===== config.mk =====
export PLATFORM = sky130hd
export DESIGN_NAME = rpg_loader
export DESIGN_NICKNAME = d
export VERILOG_FILES = /design/src/rtl/fgba_pkg.sv /design/src/rtl/rpg_word_pack.sv /design/src/rtl/rpg_loader.sv
export SDC_FILE = /design/constraint.sdc
export NUM_CORES = 1
export LEC_CHECK = 0
export CAP_MARGIN = 30
export CORE_UTILIZATION = 56
export DETAILED_ROUTE_END_ITERATION = 10
export MAX_ROUTING_LAYER = met4
export PLACE_DENSITY_LB_ADDON = 0.1
export SYNTH_ARGS = -nofsm -noshare
export SYNTH_HDL_FRONTEND = slang
export SYNTH_HIERARCHICAL = 1
export SYNTH_SLANG_ARGS = --single-unit
export TNS_END_PERCENT = 50

===== constraint.sdc =====
create_clock -name clk -period 4.2 [get_ports clk]
set_input_delay 0.42 -clock clk [delete_from_list [all_inputs] [get_ports clk]]
set_output_delay 0.42 -clock clk [all_outputs]
set_load 0.01 [all_outputs]

===== src/rtl/fgba_pkg.sv =====
// Shared constants for the pak-RAM program loader.
package fgba_pkg;
    localparam logic [7:0]  SYNC_BYTE_DEF = 8'hA5;
    localparam int          RPG_ADDR_W    = 23;
    localparam logic [31:0] PAK_BASE      = 32'h0800_0000;
    localparam logic [31:0] MAX_WORDS_DEF = 32'h0080_0000;

    localparam logic [2:0] ST_IDLE     = 3'd0;
    localparam logic [2:0] ST_LEN      = 3'd1;
    localparam logic [2:0] ST_DATA     = 3'd2;
    localparam logic [2:0] ST_CHECKSUM = 3'd3;
    localparam logic [2:0] ST_FINISH   = 3'd4;
endpackage


===== src/rtl/rpg_word_pack.sv =====
// Little-endian 4-lane byte assembler; o_valid marks the byte that
// completes a word, with the whole word presented combinationally.
module rpg_word_pack (
    input  logic        clk,
    input  logic        rst_n,
    input  logic        i_clear,
    input  logic        i_valid,
    input  logic [7:0]  i_byte,
    output logic [31:0] o_word,
    output logic        o_valid
);
    logic [1:0]  r_lane;
    logic [23:0] r_bytes;

    always_ff @(posedge clk) begin
        if (!rst_n || i_clear) begin
            r_lane  <= 2'd0;
            r_bytes <= 24'd0;
        end else if (i_valid) begin
            r_lane <= r_lane + 2'd1;
            unique case (r_lane)
                2'd0:    r_bytes[7:0]   <= i_byte;
                2'd1:    r_bytes[15:8]  <= i_byte;
                2'd2:    r_bytes[23:16] <= i_byte;
                default: ;
            endcase
        end
    end

    assign o_word  = {i_byte, r_bytes};
    assign o_valid = i_valid && (r_lane == 2'd3);
endmodule


===== src/rtl/rpg_loader.sv =====
// UART byte stream -> pak RAM word loader driving the memory rpg port.
// Optional checksum trailer enabled by RPG_LOADER_CHECKSUM_EN.
module rpg_loader
    import fgba_pkg::*;
#(
    parameter logic [7:0]  SYNC_BYTE = SYNC_BYTE_DEF,
    parameter int          ADDR_W    = RPG_ADDR_W,
    parameter logic [31:0] MAX_WORDS = MAX_WORDS_DEF
) (
    input  logic              clk,
    input  logic              rst_n,
    input  logic              rx_valid,
    input  logic [7:0]        rx_data,
    output logic              rpg,
    output logic [ADDR_W-1:0] rpg_addr,
    output logic [31:0]       rpg_data,
    output logic              rpg_write,
    output logic              done,
    output logic              error
);
    logic [2:0]        r_state;
    logic              r_rpg;
    logic [ADDR_W-1:0] r_addr;
    logic [31:0]       r_data;
    logic              r_write;
    logic              r_done;
    logic              r_error;
    logic [23:0]       r_left;
`ifdef RPG_LOADER_CHECKSUM_EN
    logic [31:0]       r_sum;
`endif

    logic        w_sync;
    logic        w_pk_in;
    logic [31:0] w_word;
    logic        w_word_vld;

    assign w_sync  = rx_valid && (rx_data == SYNC_BYTE) && (r_state == ST_IDLE);
    assign w_pk_in = rx_valid && ((r_state == ST_LEN)
                   || (r_state == ST_DATA && r_left != 24'd0)
                   || (r_state == ST_CHECKSUM));

    rpg_word_pack u_pack (
        .clk     (clk),
        .rst_n   (rst_n),
        .i_clear (w_sync),
        .i_valid (w_pk_in),
        .i_byte  (rx_data),
        .o_word  (w_word),
        .o_valid (w_word_vld)
    );

    always_ff @(posedge clk) begin
        if (!rst_n) begin
            r_state <= ST_IDLE;
            r_rpg   <= 1'b0;
            r_addr  <= '0;
            r_data  <= 32'd0;
            r_write <= 1'b0;
            r_done  <= 1'b0;
            r_error <= 1'b0;
            r_left  <= 24'd0;
`ifdef RPG_LOADER_CHECKSUM_EN
            r_sum   <= 32'd0;
`endif
        end else begin
            r_write <= 1'b0;
            unique case (r_state)
                ST_IDLE: begin
                    if (w_sync) begin
                        r_done  <= 1'b0;
                        r_error <= 1'b0;
                        r_state <= ST_LEN;
`ifdef RPG_LOADER_CHECKSUM_EN
                        r_sum   <= 32'd0;
`endif
                    end
                end
                ST_LEN: begin
                    if (w_word_vld) begin
                        if (w_word == 32'd0) begin
`ifdef RPG_LOADER_CHECKSUM_EN
                            r_left  <= 24'd0;
                            r_state <= ST_CHECKSUM;
`else
                            r_done  <= 1'b1;
                            r_state <= ST_IDLE;
`endif
                        end else if (w_word > MAX_WORDS) begin
                            r_error <= 1'b1;
                            r_done  <= 1'b1;
                            r_state <= ST_IDLE;
                        end else begin
                            r_rpg   <= 1'b1;
                            r_addr  <= '0;
                            r_left  <= w_word[23:0];
                            r_state <= ST_DATA;
                        end
                    end
                end
                ST_DATA: begin
                    // the final address is held so a full-size load never wraps
                    if (r_write && r_left != 24'd0)
                        r_addr <= r_addr + 1'b1;
                    if (w_word_vld) begin
                        r_data  <= w_word;
                        r_write <= 1'b1;
                        r_left  <= r_left - 24'd1;
`ifdef RPG_LOADER_CHECKSUM_EN
                        r_sum   <= r_sum + w_word;
                        if (r_left == 24'd1)
                            r_state <= ST_CHECKSUM;
`endif
                    end
`ifndef RPG_LOADER_CHECKSUM_EN
                    else if (r_write && r_left == 24'd0)
                        r_state <= ST_FINISH;
`endif
                end
`ifdef RPG_LOADER_CHECKSUM_EN
                ST_CHECKSUM: begin
                    if (w_word_vld) begin
                        if (w_word != r_sum)
                            r_error <= 1'b1;
                        r_state <= ST_FINISH;
                    end
                end
`endif
                ST_FINISH: begin
                    r_rpg   <= 1'b0;
                    r_done  <= 1'b1;
                    r_state <= ST_IDLE;
                end
                default: r_state <= ST_IDLE;
            endcase
        end
    end

    assign rpg       = r_rpg;
    assign rpg_addr  = r_addr;
    assign rpg_data  = r_data;
    assign rpg_write = r_write;
    assign done      = r_done;
    assign error     = r_error;
endmodule


==> out/results.ini, run 1 <==
[finish]
drive_gt1_share_pct = 10.7
multi_input_area_sq_um = 3290
register_area_sq_um = 2240
nets = 767
final_cell_mix = 112 x dfxtp_1, 109 x nand2_1, 69 x clkdlybuf4s50_1, 62 x a21oi_1, 44 x nand3_1
n_antenna_cell = 0
final_common_cell = dfxtp_1
final_cells = 890
n_fill_cell = 907
final_area_sq_um = 6720
area_growth_pct = 12.7

[yosys]
syn_nets = 736
synth.ff_latch_count = 112
synth_cells = 718
synth_edf_count = 0
syn_area_sq_um = 5960
ys.flop_type = dfxtp_1
ys_seq_area_share_pct = 37.6
yosysUniqueCellTypes = 65
synth_area_per_cell_sq_um = 8.30
yosysWarnings = 6
async_flop_share_pct = 0

[pwr]
seq_power_share_pct = 61.5
p_int_mw = 1.31
clkPwrFrac_pct = 35.9
p_leak_nw = 2.17
power_frac_comb_pct = 2.6
power_density_nw_per_um2 = 257
vdd_ir_drop_max_mv = 0.226
p_sw_mw = 0.414
switching_share_pct = 24.0

[sta]
rsz0062_at_grt = no
fmax_mhz = 282
finalHoldViolCount = 0
setup_slack_ns = 0.648
finalCritPeriodShare_pct = 84.6
post-route-min-period_ns = 3.55
tns_ns = 0
hold_slack_ns = 0.457
finClkSkew_ns = 0.00646
finalSetupViolCount = 0
tightest_slew_ns = 0.918
slew_headroom_pct = 38.2
slew_viol_final = 0

[route]
routedWlPerCell_microns = 18.4
wl_microns = 16400
vias_per_cell = 6.36
ant_nets = 0
dr.pass1.iters = 5
num_vias = 5663
drtIter0Drc = 448
drc = 0

[place]
pre_cts_ws_ns = 0.730
portBuffers = 69
dp_hpwl_microns = 11000
postPlaceCellArea_sq_um = 6530
placedCellCount = 874
place_congestion = 0.861

[global_route]
grt_max_degree = 71
grt-ovfl-total = 0
grt_pass1_vias = 5184
antenna_found_initial = 0
globalRouteTotalUtil_pct = 30.9
grt_first_pass_wirelength_microns = 26500

[cts]
clkLatencyLatePin_ns = 0.38
cts_setup_buffers = 0
cts-buffers-inserted = 9
ctsRootBufferMaster = clkbuf_8
cts_tree = done
clock-sinks = 112
path_clk_slew_ns = 0.10
ctsResizeCount = 0
postCtsHoldBufs = 0
max-clock-path-buffers = 2
htreeDepth = 3

[die]
ios = 70
num_rows = 37
die-area_sq_um = 11100
floorplan.initialDensity_pct = 57.7
core_area_sq_um = 10300
dieHeight_microns = 105
die_w_microns = 105

[setup_path]
start_kind = flip-flop
cp.required_ns = 4.50
critPathCaptureType = flip-flop
path_max_fanout = 15
arrival_ns = 3.85
crit_type = flip-flop to flip-flop

[worst_hold_path]
min_path_type = flip-flop to flip-flop

[run]
cap_violations = 0

[status]
status = finished clean

power groups by stage:
| stage | clock network, mW | logic [mW] | registers [mW] |
|---|---|---|---|
| floorplan | 0 | 0.0306 | 1.09 |
| global placement | 0 | 0.0427 | 1.09 |
| detailed placement | 0 | 0.0445 | 1.09 |
| CTS | 0.632 | 0.0446 | 1.06 |
| global route | 0.671 | 0.0479 | 1.06 |
| finish | 0.619 | 0.0451 | 1.06 |
synthesized netlist by cell type (7+ instances only):
cell	count	area (sq um)
a21bo_1	23	230
a21oi_1	62	310
a21oi_2	24	210
a31oi_1	16	100
buf_2	7	35.0
buf_4	9	67.6
buf_6	12	135
clkbuf_1	27	101
dfxtp_1	112	2240
ha_1	7	87.6
inv_1	9	33.8
nand2_1	110	413
nand3_1	44	220
nand4_1	23	144
nor2_1	30	113
nor3_1	27	135
nor4_1	8	50.1
o211ai_1	16	120
o21ai_0	26	130
o31ai_1	8	60.1
or3_1	12	75.1
or4_1	8	60.1
path summary, 6_finish.rpt:
| check | startpoint | end | slack, ns | depth (start not counted) |
|---|---|---|---|---|
| hold reg to reg | rpg_data[18] | rpg_data[18] | 0.46 | 2 |
| setup reg to reg | r_left[8] | r_left[3] | 0.65 | 11 |
| setup / recovery | r_left[8] | r_left[3] | 0.65 | 11 |
| hold / removal | rpg_data[18] | rpg_data[18] | 0.46 | 2 |
registers in the layout, indices dropped and copies added, names as in the netlist:
signal,flops
error,1
r_left,24
u_pack/r_lane,2
r_state,3
rpg_addr,23
rpg_data,32
done,1
u_pack/r_bytes,24
rpg_write,1
rpg,1
worst max-delay path, stage by stage (launching register included):
cell      delay, ns
dfxtp_1        0.36
nor4_2         0.58
nand4_1        0.36
or2_2          0.40
a21oi_1        0.20
nor3b_2        0.07
and2_1         0.20
nand2_1        0.16
or4_1          0.54
buf_4          0.29
a211oi_1       0.07
a211oi_1       0.22
layout make-up:
class	count	area share, %
multi-input cells	534	49.1
inverters	10	0.559
repair buffers	82	11.7
well taps	136	2.53
flip-flops and latches	112	33.4
clock inverters	5	0.615
clock buffers	11	2.11
per-layer routing:
metal	up-vias	GRT usage [%]	share of wire, %
met5	-	-	0
met4	0	13.3	3.1
met3	39	5.05	5.7
met2	210	46.3	46
met1	2700	41.1	45
li1	2714	-	-
through the flow:
step	power (mW)	utilization, %
floorplan	1.12	-
CTS	1.74	65.0
finish	1.73	65.0
detailed placement	1.13	63.3
global placement	1.13	63.2
global route	1.78	65.0
kinds of logic (layout without fill, tap and decap cells):
kind of cell / Yosys count / in the layout / share of synthesized area [%]
and+or+nand+nor: 302 / 302 / 25.9
DFF: 112 / 112 / 37.6
AOI/OAI and AO/OA: 217 / 217 / 26.5
muxes: 2 / 2 / 0.336
adders and majority gates: 7 / 7 / 1.47
xor gates and xnor gates: 6 / 6 / 0.882
buffers and inverters: 72 / 108 / 7.33
(Power assumes the default switching activity.)
==> run 2: changes to the inputs <==
--- a/config.mk
+++ b/config.mk
@@ -6,7 +6,7 @@
 export NUM_CORES = 1
 export LEC_CHECK = 0
 export CAP_MARGIN = 30
-export CORE_UTILIZATION = 56
+export CORE_UTILIZATION = 51
 export DETAILED_ROUTE_END_ITERATION = 10
 export MAX_ROUTING_LAYER = met4
 export PLACE_DENSITY_LB_ADDON = 0.1
==> constraint.sdc (replaced) <==
create_clock -name clk -period 3 [get_ports clk]
set_input_delay 0.3 -clock clk [delete_from_list [all_inputs] [get_ports clk]]
set_output_delay 0.3 -clock clk [all_outputs]
set_load 0.01 [all_outputs]
==> run 2 against run 1 <==
Die area up 9.6%. Worst setup slack worse by 0.50 ns. Cell count up 3.7%. Power up 69%. Combinational power up 65%. Fmax up 25%. Hold slack worse by 0.0037 ns. Global-route usage down 1.2 points. Non-clock buffer count up 26. First-iteration DRC count down 11%. Critical path type unchanged. Critical endpoint is now rpg_addr[9]. Highest routed layer unchanged.
==> out/results.ini, run 2 (synthesized netlist as in run 1, its figures left out) <==
[finish]
drive_gt1_share_pct = 14.0  ; was 10.7%
final_common_cell = dfxtp_1  ; unchanged
final_cells = 923  ; was 890
largest_reg_flops = 32  ; unchanged
n_antenna_cell = 0  ; unchanged
final_util_pct = 62.2  ; was 65.0%
final_cell_mix = 112 x dfxtp_1, 109 x nand2_1, 69 x clkdlybuf4s50_1, 62 x a21oi_1, 44 x nand3_1  ; unchanged
nets = 793  ; was 767
area_growth_pct = 19.2  ; was 12.7%

[place]
placedCellCount = 906  ; was 874
place_congestion = 0.910  ; was 0.861
portBuffers = 69  ; unchanged
pre_cts_ws_ns = 0.165  ; was 0.730 ns
dp_hpwl_microns = 11300  ; was 11,000 microns

[global_route]
grt_pass1_vias = 5185  ; was 5,184
grt_first_pass_wirelength_microns = 26700  ; was 26,500 microns
grt-ovfl-total = 0  ; unchanged
globalRouteTotalUtil_pct = 29.6  ; was 30.9%
grt_max_degree = 71  ; unchanged
antenna_found_initial = 0  ; unchanged

[route]
routedWlPerCell_microns = 18.0  ; was 18.4 microns
vias_per_cell = 6.12  ; was 6.36
top_layer = met4  ; unchanged
ant_nets = 0  ; unchanged
wl_microns = 16600  ; was 16,400 microns
num_vias = 5649  ; was 5,663
drc = 0  ; unchanged
met1Wirelength_microns = 7620  ; was 7430 microns
dr_wl_met2_microns = 7680  ; was 7540 microns
met3WireLength_microns = 897  ; was 931 microns
dr.pass1.iters = 5  ; unchanged
drtIter0Drc = 397  ; was 448

[setup_path]
start_kind = flip-flop  ; unchanged
critPathSlowestCell = dfxtp_1  ; was nor4_2
worstPathCellList = nor4_4 > nand4_1 > or2_2 > a21oi_1 > nor3b_2 > and2_2 > nand2_1 > buf_4 > o31a_1 > buf_4 > o21ai_0 > a31oi_1  ; was nor4_2 > nand4_1 > or2_2 > a21oi_1 > nor3b_2 > and2_1 > nand2_1 > or4_1 > buf_4 > a211oi_1 > a211oi_1
crit_type = flip-flop to flip-flop  ; unchanged
slowest_delay_ns = 0.39  ; was 0.58 ns
critPathCaptureType = flip-flop  ; unchanged
cp.required_ns = 3.27  ; was 4.50 ns
cpMostUsedCell = buf_4  ; was a211oi_1
arrival_ns = 3.12  ; was 3.85 ns
path_max_fanout = 8  ; was 15

[pwr]
switching_share_pct = 20.5  ; was 24.0%
p_sw_mw = 0.599  ; was 0.414 mW
power_frac_comb_pct = 2.6  ; about the same
p_int_mw = 2.32  ; was 1.31 mW
vdd_ir_drop_max_mv = 0.489  ; was 0.226 mV
clkPwrFrac_pct = 46.6  ; was 35.9%
power_density_nw_per_um2 = 412  ; was 257 nW/um^2
seq_power_share_pct = 50.8  ; was 61.5%
p_leak_nw = 2.38  ; was 2.17 nW

[sta]
finalCritPeriodShare_pct = 95.0  ; was 84.6%
slew_viol_final = 0  ; unchanged
fmax_mhz = 351  ; was 282 MHz
finalSetupViolCount = 0  ; unchanged
setup_slack_ns = 0.150  ; was 0.648 ns
slew_headroom_pct = 44.9  ; was 38.2%
tns_ns = 0  ; unchanged
rsz0062_at_grt = no  ; unchanged
finClkSkew_ns = 0.00399  ; was 0.00646 ns
finalHoldViolCount = 0  ; unchanged
hold_slack_ns = 0.454  ; was 0.457 ns
tightest_slew_ns = 0.827  ; was 0.918 ns
post-route-min-period_ns = 2.85  ; was 3.55 ns

[cts]
cts_tree = done  ; unchanged
cts-buffers-inserted = 9  ; unchanged
htreeDepth = 3  ; unchanged
path_clk_slew_ns = 0.07  ; was 0.10 ns
ctsRootBufferMaster = clkbuf_16  ; was clkbuf_8
clock-sinks = 112  ; unchanged
max-clock-path-buffers = 2  ; unchanged
clkLatencyLatePin_ns = 0.35  ; was 0.38 ns

[run]
cap_violations = 0  ; unchanged

[die]
dieHeight_microns = 110  ; was 105 microns
core_area_sq_um = 11400  ; was 10,300 sq um
die_w_microns = 110  ; was 105 microns
ios = 70  ; unchanged
floorplan.initialDensity_pct = 52.2  ; was 57.7%
die-area_sq_um = 12100  ; was 11,100 sq um
num_rows = 39  ; was 37

[worst_hold_path]
min_path_type = flip-flop to flip-flop  ; unchanged

[status]
status = finished clean  ; unchanged

-- run 2: worst paths after layout --
| check | startpoint | end | slack, ns | cells past startpoint |
|---|---|---|---|---|
| max reg2reg | r_left[8] | rpg_addr[9] | 0.15 | 12 |
| min reg2reg | rpg_data[15] | rpg_data[15] | 0.45 | 2 |
| min | rpg_data[15] | rpg_data[15] | 0.45 | 2 |
| max | r_left[8] | rpg_addr[9] | 0.15 | 12 |
-- run 2: power by group through the flow --
stage / Combinational [mW] / Clock [mW] / Sequential [mW]
6_report: 0.0746 / 1.36 / 1.49
5_1_grt: 0.0798 / 1.45 / 1.49
4_1_cts: 0.0742 / 1.39 / 1.49
3_5_place_dp: 0.0740 / 0 / 1.52
3_3_place_gp: 0.0745 / 0 / 1.52
2_1_floorplan: 0.0428 / 0 / 1.52
-- run 2: timing repair --
action,4_1_cts,5_1_grt
endpoints found under the setup margin,0,18
setup buffers,0,1
hold buffers,0,0
resized for setup,0,2
-- run 2: worst max-delay path, delay by kind of cell (launching register included) --
kind                   cells  cell delay, ns
AND/OR/NAND/NOR            6            1.30
AO/OA/AOI/OAI              4            0.75
flip-flops                 1            0.39
buffers and inverters      2            0.34
-- run 2: through the flow --
stage	total power [mW]	instance area, sq um
6_report	2.92	7100
2_1_floorplan	1.56	5970
4_1_cts	2.95	7090
3_3_place_gp	1.59	6750
5_1_grt	3.01	7100
3_5_place_dp	1.59	6750
-- run 2: layer usage --
metal	up-vias	track usage [%]
li1	2764	-
met3	25	5.70
met1	2659	38.6
met5	-	-
met2	201	45.5
met4	0	11.2
-- run 2: final cells by class --
cell class | instances | area (sq um)
multi-input cells | 534 | 3310
clock inverters | 6 | 108
flip-flops and latches | 112 | 2240
clock buffers | 10 | 229
well taps | 143 | 179
fillers | 1057 | 4320
inverters | 10 | 37.5
repair buffers | 108 | 996
==> run 3: changes to the inputs <==
--- a/config.mk
+++ b/config.mk
@@ -6,6 +6,7 @@
 export NUM_CORES = 1
 export LEC_CHECK = 0
 export CAP_MARGIN = 30
+export CORE_ASPECT_RATIO = 0.8
 export CORE_UTILIZATION = 51
 export DETAILED_ROUTE_END_ITERATION = 10
 export MAX_ROUTING_LAYER = met4
==> run 3 against run 2 <==
Cell area decreased by 0.14%. Routed wire length increased by 4.4%. Hold slack improved by 0.0018 ns. Global-route usage increased by 0.35 points. Non-clock buffer count decreased by 1. Critical path depth unchanged. Combinational power increased by 5.9%. Register-to-register slack about the same. Critical endpoint is now r_left[4]. Sequential cell count unchanged.
==> out/results.ini, run 3 (synthesized netlist as in run 1, its figures left out) <==
[status]
status = finished clean  ; unchanged

[route]
num_vias = 5754  ; was 5,649
ant_nets = 0  ; unchanged
wl_microns = 17400  ; was 16,600 microns
vias_per_cell = 6.23  ; was 6.12
drtIter0Drc = 583  ; was 397
drc = 0  ; unchanged
routedWlPerCell_microns = 18.8  ; was 18.0 microns
dr.pass1.iters = 5  ; unchanged

[setup_path]
cp.required_ns = 3.23  ; was 3.27 ns
reg2reg_from = r_left[0]  ; was r_left[8]
r2r_slack_ns = 0.15  ; about the same
crit_type = flip-flop to flip-flop  ; unchanged
r2r_end = r_left[4]  ; was rpg_addr[9]
arrival_ns = 3.08  ; was 3.12 ns
critPathCaptureType = flip-flop  ; unchanged
rr_worst_depth = 12  ; unchanged
crit_path_end = r_left[4]  ; was rpg_addr[9]
start_kind = flip-flop  ; unchanged
path_max_fanout = 27  ; was 8
setup.worst_path.start = r_left[0]  ; was r_left[8]

[sta]
rsz0062_at_grt = no  ; unchanged
hold_slack_ns = 0.455  ; was 0.454 ns
finalHoldViolCount = 0  ; unchanged
slew_headroom_pct = 48.8  ; was 44.9%
slew_viol_final = 0  ; unchanged
fmax_mhz = 351  ; about the same
tightest_slew_ns = 0.765  ; was 0.827 ns
finalCritPeriodShare_pct = 95.1  ; was 95.0%
post-route-min-period_ns = 2.85  ; about the same
finClkSkew_ns = 0.00727  ; was 0.00399 ns
finalSetupViolCount = 0  ; unchanged
setup_slack_ns = 0.148  ; was 0.150 ns
tns_ns = 0  ; unchanged

[finish]
drive_gt1_share_pct = 13.7  ; was 14.0%
multi_input_area_sq_um = 3300  ; was 3310 sq um
n_antenna_cell = 0  ; unchanged
largest_reg_flops = 32  ; unchanged
final_util_pct = 63.9  ; was 62.2%
nets = 792  ; was 793
area_growth_pct = 19.0  ; was 19.2%
register_area_sq_um = 2240  ; unchanged
final_common_cell = dfxtp_1  ; unchanged
final_cell_mix = 112 x dfxtp_1, 109 x nand2_1, 69 x clkdlybuf4s50_1, 62 x a21oi_1, 44 x nand3_1  ; unchanged
n_fill_cell = 966  ; was 1,057

[cts]
htreeDepth = 3  ; unchanged
clock-sinks = 112  ; unchanged
ctsRootBufferMaster = clkbuf_16  ; unchanged
cts_tree = done  ; unchanged
max-clock-path-buffers = 2  ; unchanged
ctsResizeCount = 0  ; unchanged
cts-buffers-inserted = 9  ; unchanged
postCtsHoldBufs = 0  ; unchanged
clkLatencyLatePin_ns = 0.35  ; about the same
path_clk_slew_ns = 0.08  ; was 0.07 ns
cts_setup_buffers = 0  ; unchanged

[global_route]
grt_pass1_vias = 5222  ; was 5,185
busiest_layer = met2  ; unchanged
grt_first_pass_wirelength_microns = 27500  ; was 26,700 microns
grt_use_met1_pct = 43.1  ; was 38.6%
grt_max_degree = 71  ; unchanged
grt_use_met2_pct = 44.3  ; was 45.5%
antenna_found_initial = 0  ; unchanged
globalRouteTotalUtil_pct = 30.0  ; was 29.6%
grt-ovfl-total = 0  ; unchanged
use_met3_pct = 3.82  ; was 5.70%

[place]
dp_hpwl_microns = 12000  ; was 11,300 microns
pre_cts_ws_ns = 0.176  ; was 0.165 ns
portBuffers = 69  ; unchanged
place_congestion = 0.897  ; was 0.910

[pwr]
p_int_mw = 2.25  ; was 2.32 mW
switching_share_pct = 22.2  ; was 20.5%
vdd_ir_drop_max_mv = 0.298  ; was 0.489 mV
p_leak_nw = 2.37  ; was 2.38 nW
power_density_nw_per_um2 = 409  ; was 412 nW/um^2
p_sw_mw = 0.644  ; was 0.599 mW
power_mw = 2.90  ; was 2.92 mW
clkPwrFrac_pct = 46.0  ; was 46.6%
seq_power_share_pct = 51.2  ; was 50.8%
power_frac_comb_pct = 2.7  ; was 2.6%

[die]
die_w_microns = 123  ; was 110 microns
num_rows = 34  ; was 39
dieHeight_microns = 98.7  ; was 110 microns
floorplan.initialDensity_pct = 53.7  ; was 52.2%
die-area_sq_um = 12100  ; about the same
core_area_sq_um = 11100  ; was 11,400 sq um
ios = 70  ; unchanged

[run]
cap_violations = 0  ; unchanged

[worst_hold_path]
min_path_type = flip-flop to flip-flop  ; unchanged

-- run 3: cell count changes in the layout (fill, tap and decap cells not counted), sizes merged --
| cell | change |
|---|---|
| buf | -1 |
| bufinv | -1 |
| inv | +2 |
| clkbuf | -1 |
-- run 3: power by group through the flow --
stage	clock [mW]	combinational, mW	sequential (mW)
after floorplan	0	0.0428	1.52
after global placement	0	0.0771	1.52
after detailed placement	0	0.0774	1.52
after CTS	1.35	0.0775	1.48
after global routing	1.41	0.0815	1.49
final	1.33	0.0790	1.48
-- run 3: critical path, cell delays in order, from the launching register on --
cell	delay, ns
dfxtp_1	0.39
inv_1	0.13
ha_1	0.23
nand4_1	0.08
or2_2	0.14
a21oi_1	0.08
nor3b_2	0.20
and2_1	0.26
nand2_1	0.14
or4_1	0.48
buf_12	0.20
a2111oi_4	0.33
a211oi_2	0.07
-- run 3: final cells by class --
cell class                 count  area share, %
clock buffer                   9           3.18
clock inverter                 7           1.45
inverter                      10          0.529
multi-input combinational    534           46.6
sequential                   112           31.6
tap                          144           2.54
timing repair buffer         107           14.1
-- run 3: per-layer routing --
metal / routed length [microns] / vias to the layer above
li1: - / 2759
met1: 8370 / 2747
met2: 7810 / 229
met3: 997 / 19
met4: 185 / 0
met5: 0 / -
-- run 3: worst min-delay path by stage --
stage	startpoint	endpoint	slack, ns	cells after the start
after CTS	rpg_data[20]	rpg_data[20]	0.46	2
after detailed placement	rpg_data[20]	rpg_data[20]	0.45	2
final	rpg_data[20]	rpg_data[20]	0.46	2
after global placement	rpg_data[16]	rpg_data[16]	0.44	2
after floorplan	rx_data[5]	u_pack/r_bytes[13]	0.45	2
after global routing	rpg_data[27]	rpg_data[27]	0.48	2
-- run 3: metrics by stage --
stage / std cells / instance area (sq um)
3_3_place_gp: 907 / 6760
5_1_grt: 923 / 7090
6_report: 923 / 7090
4_1_cts: 923 / 7090
2_1_floorplan: 718 / 5970
3_5_place_dp: 907 / 6760
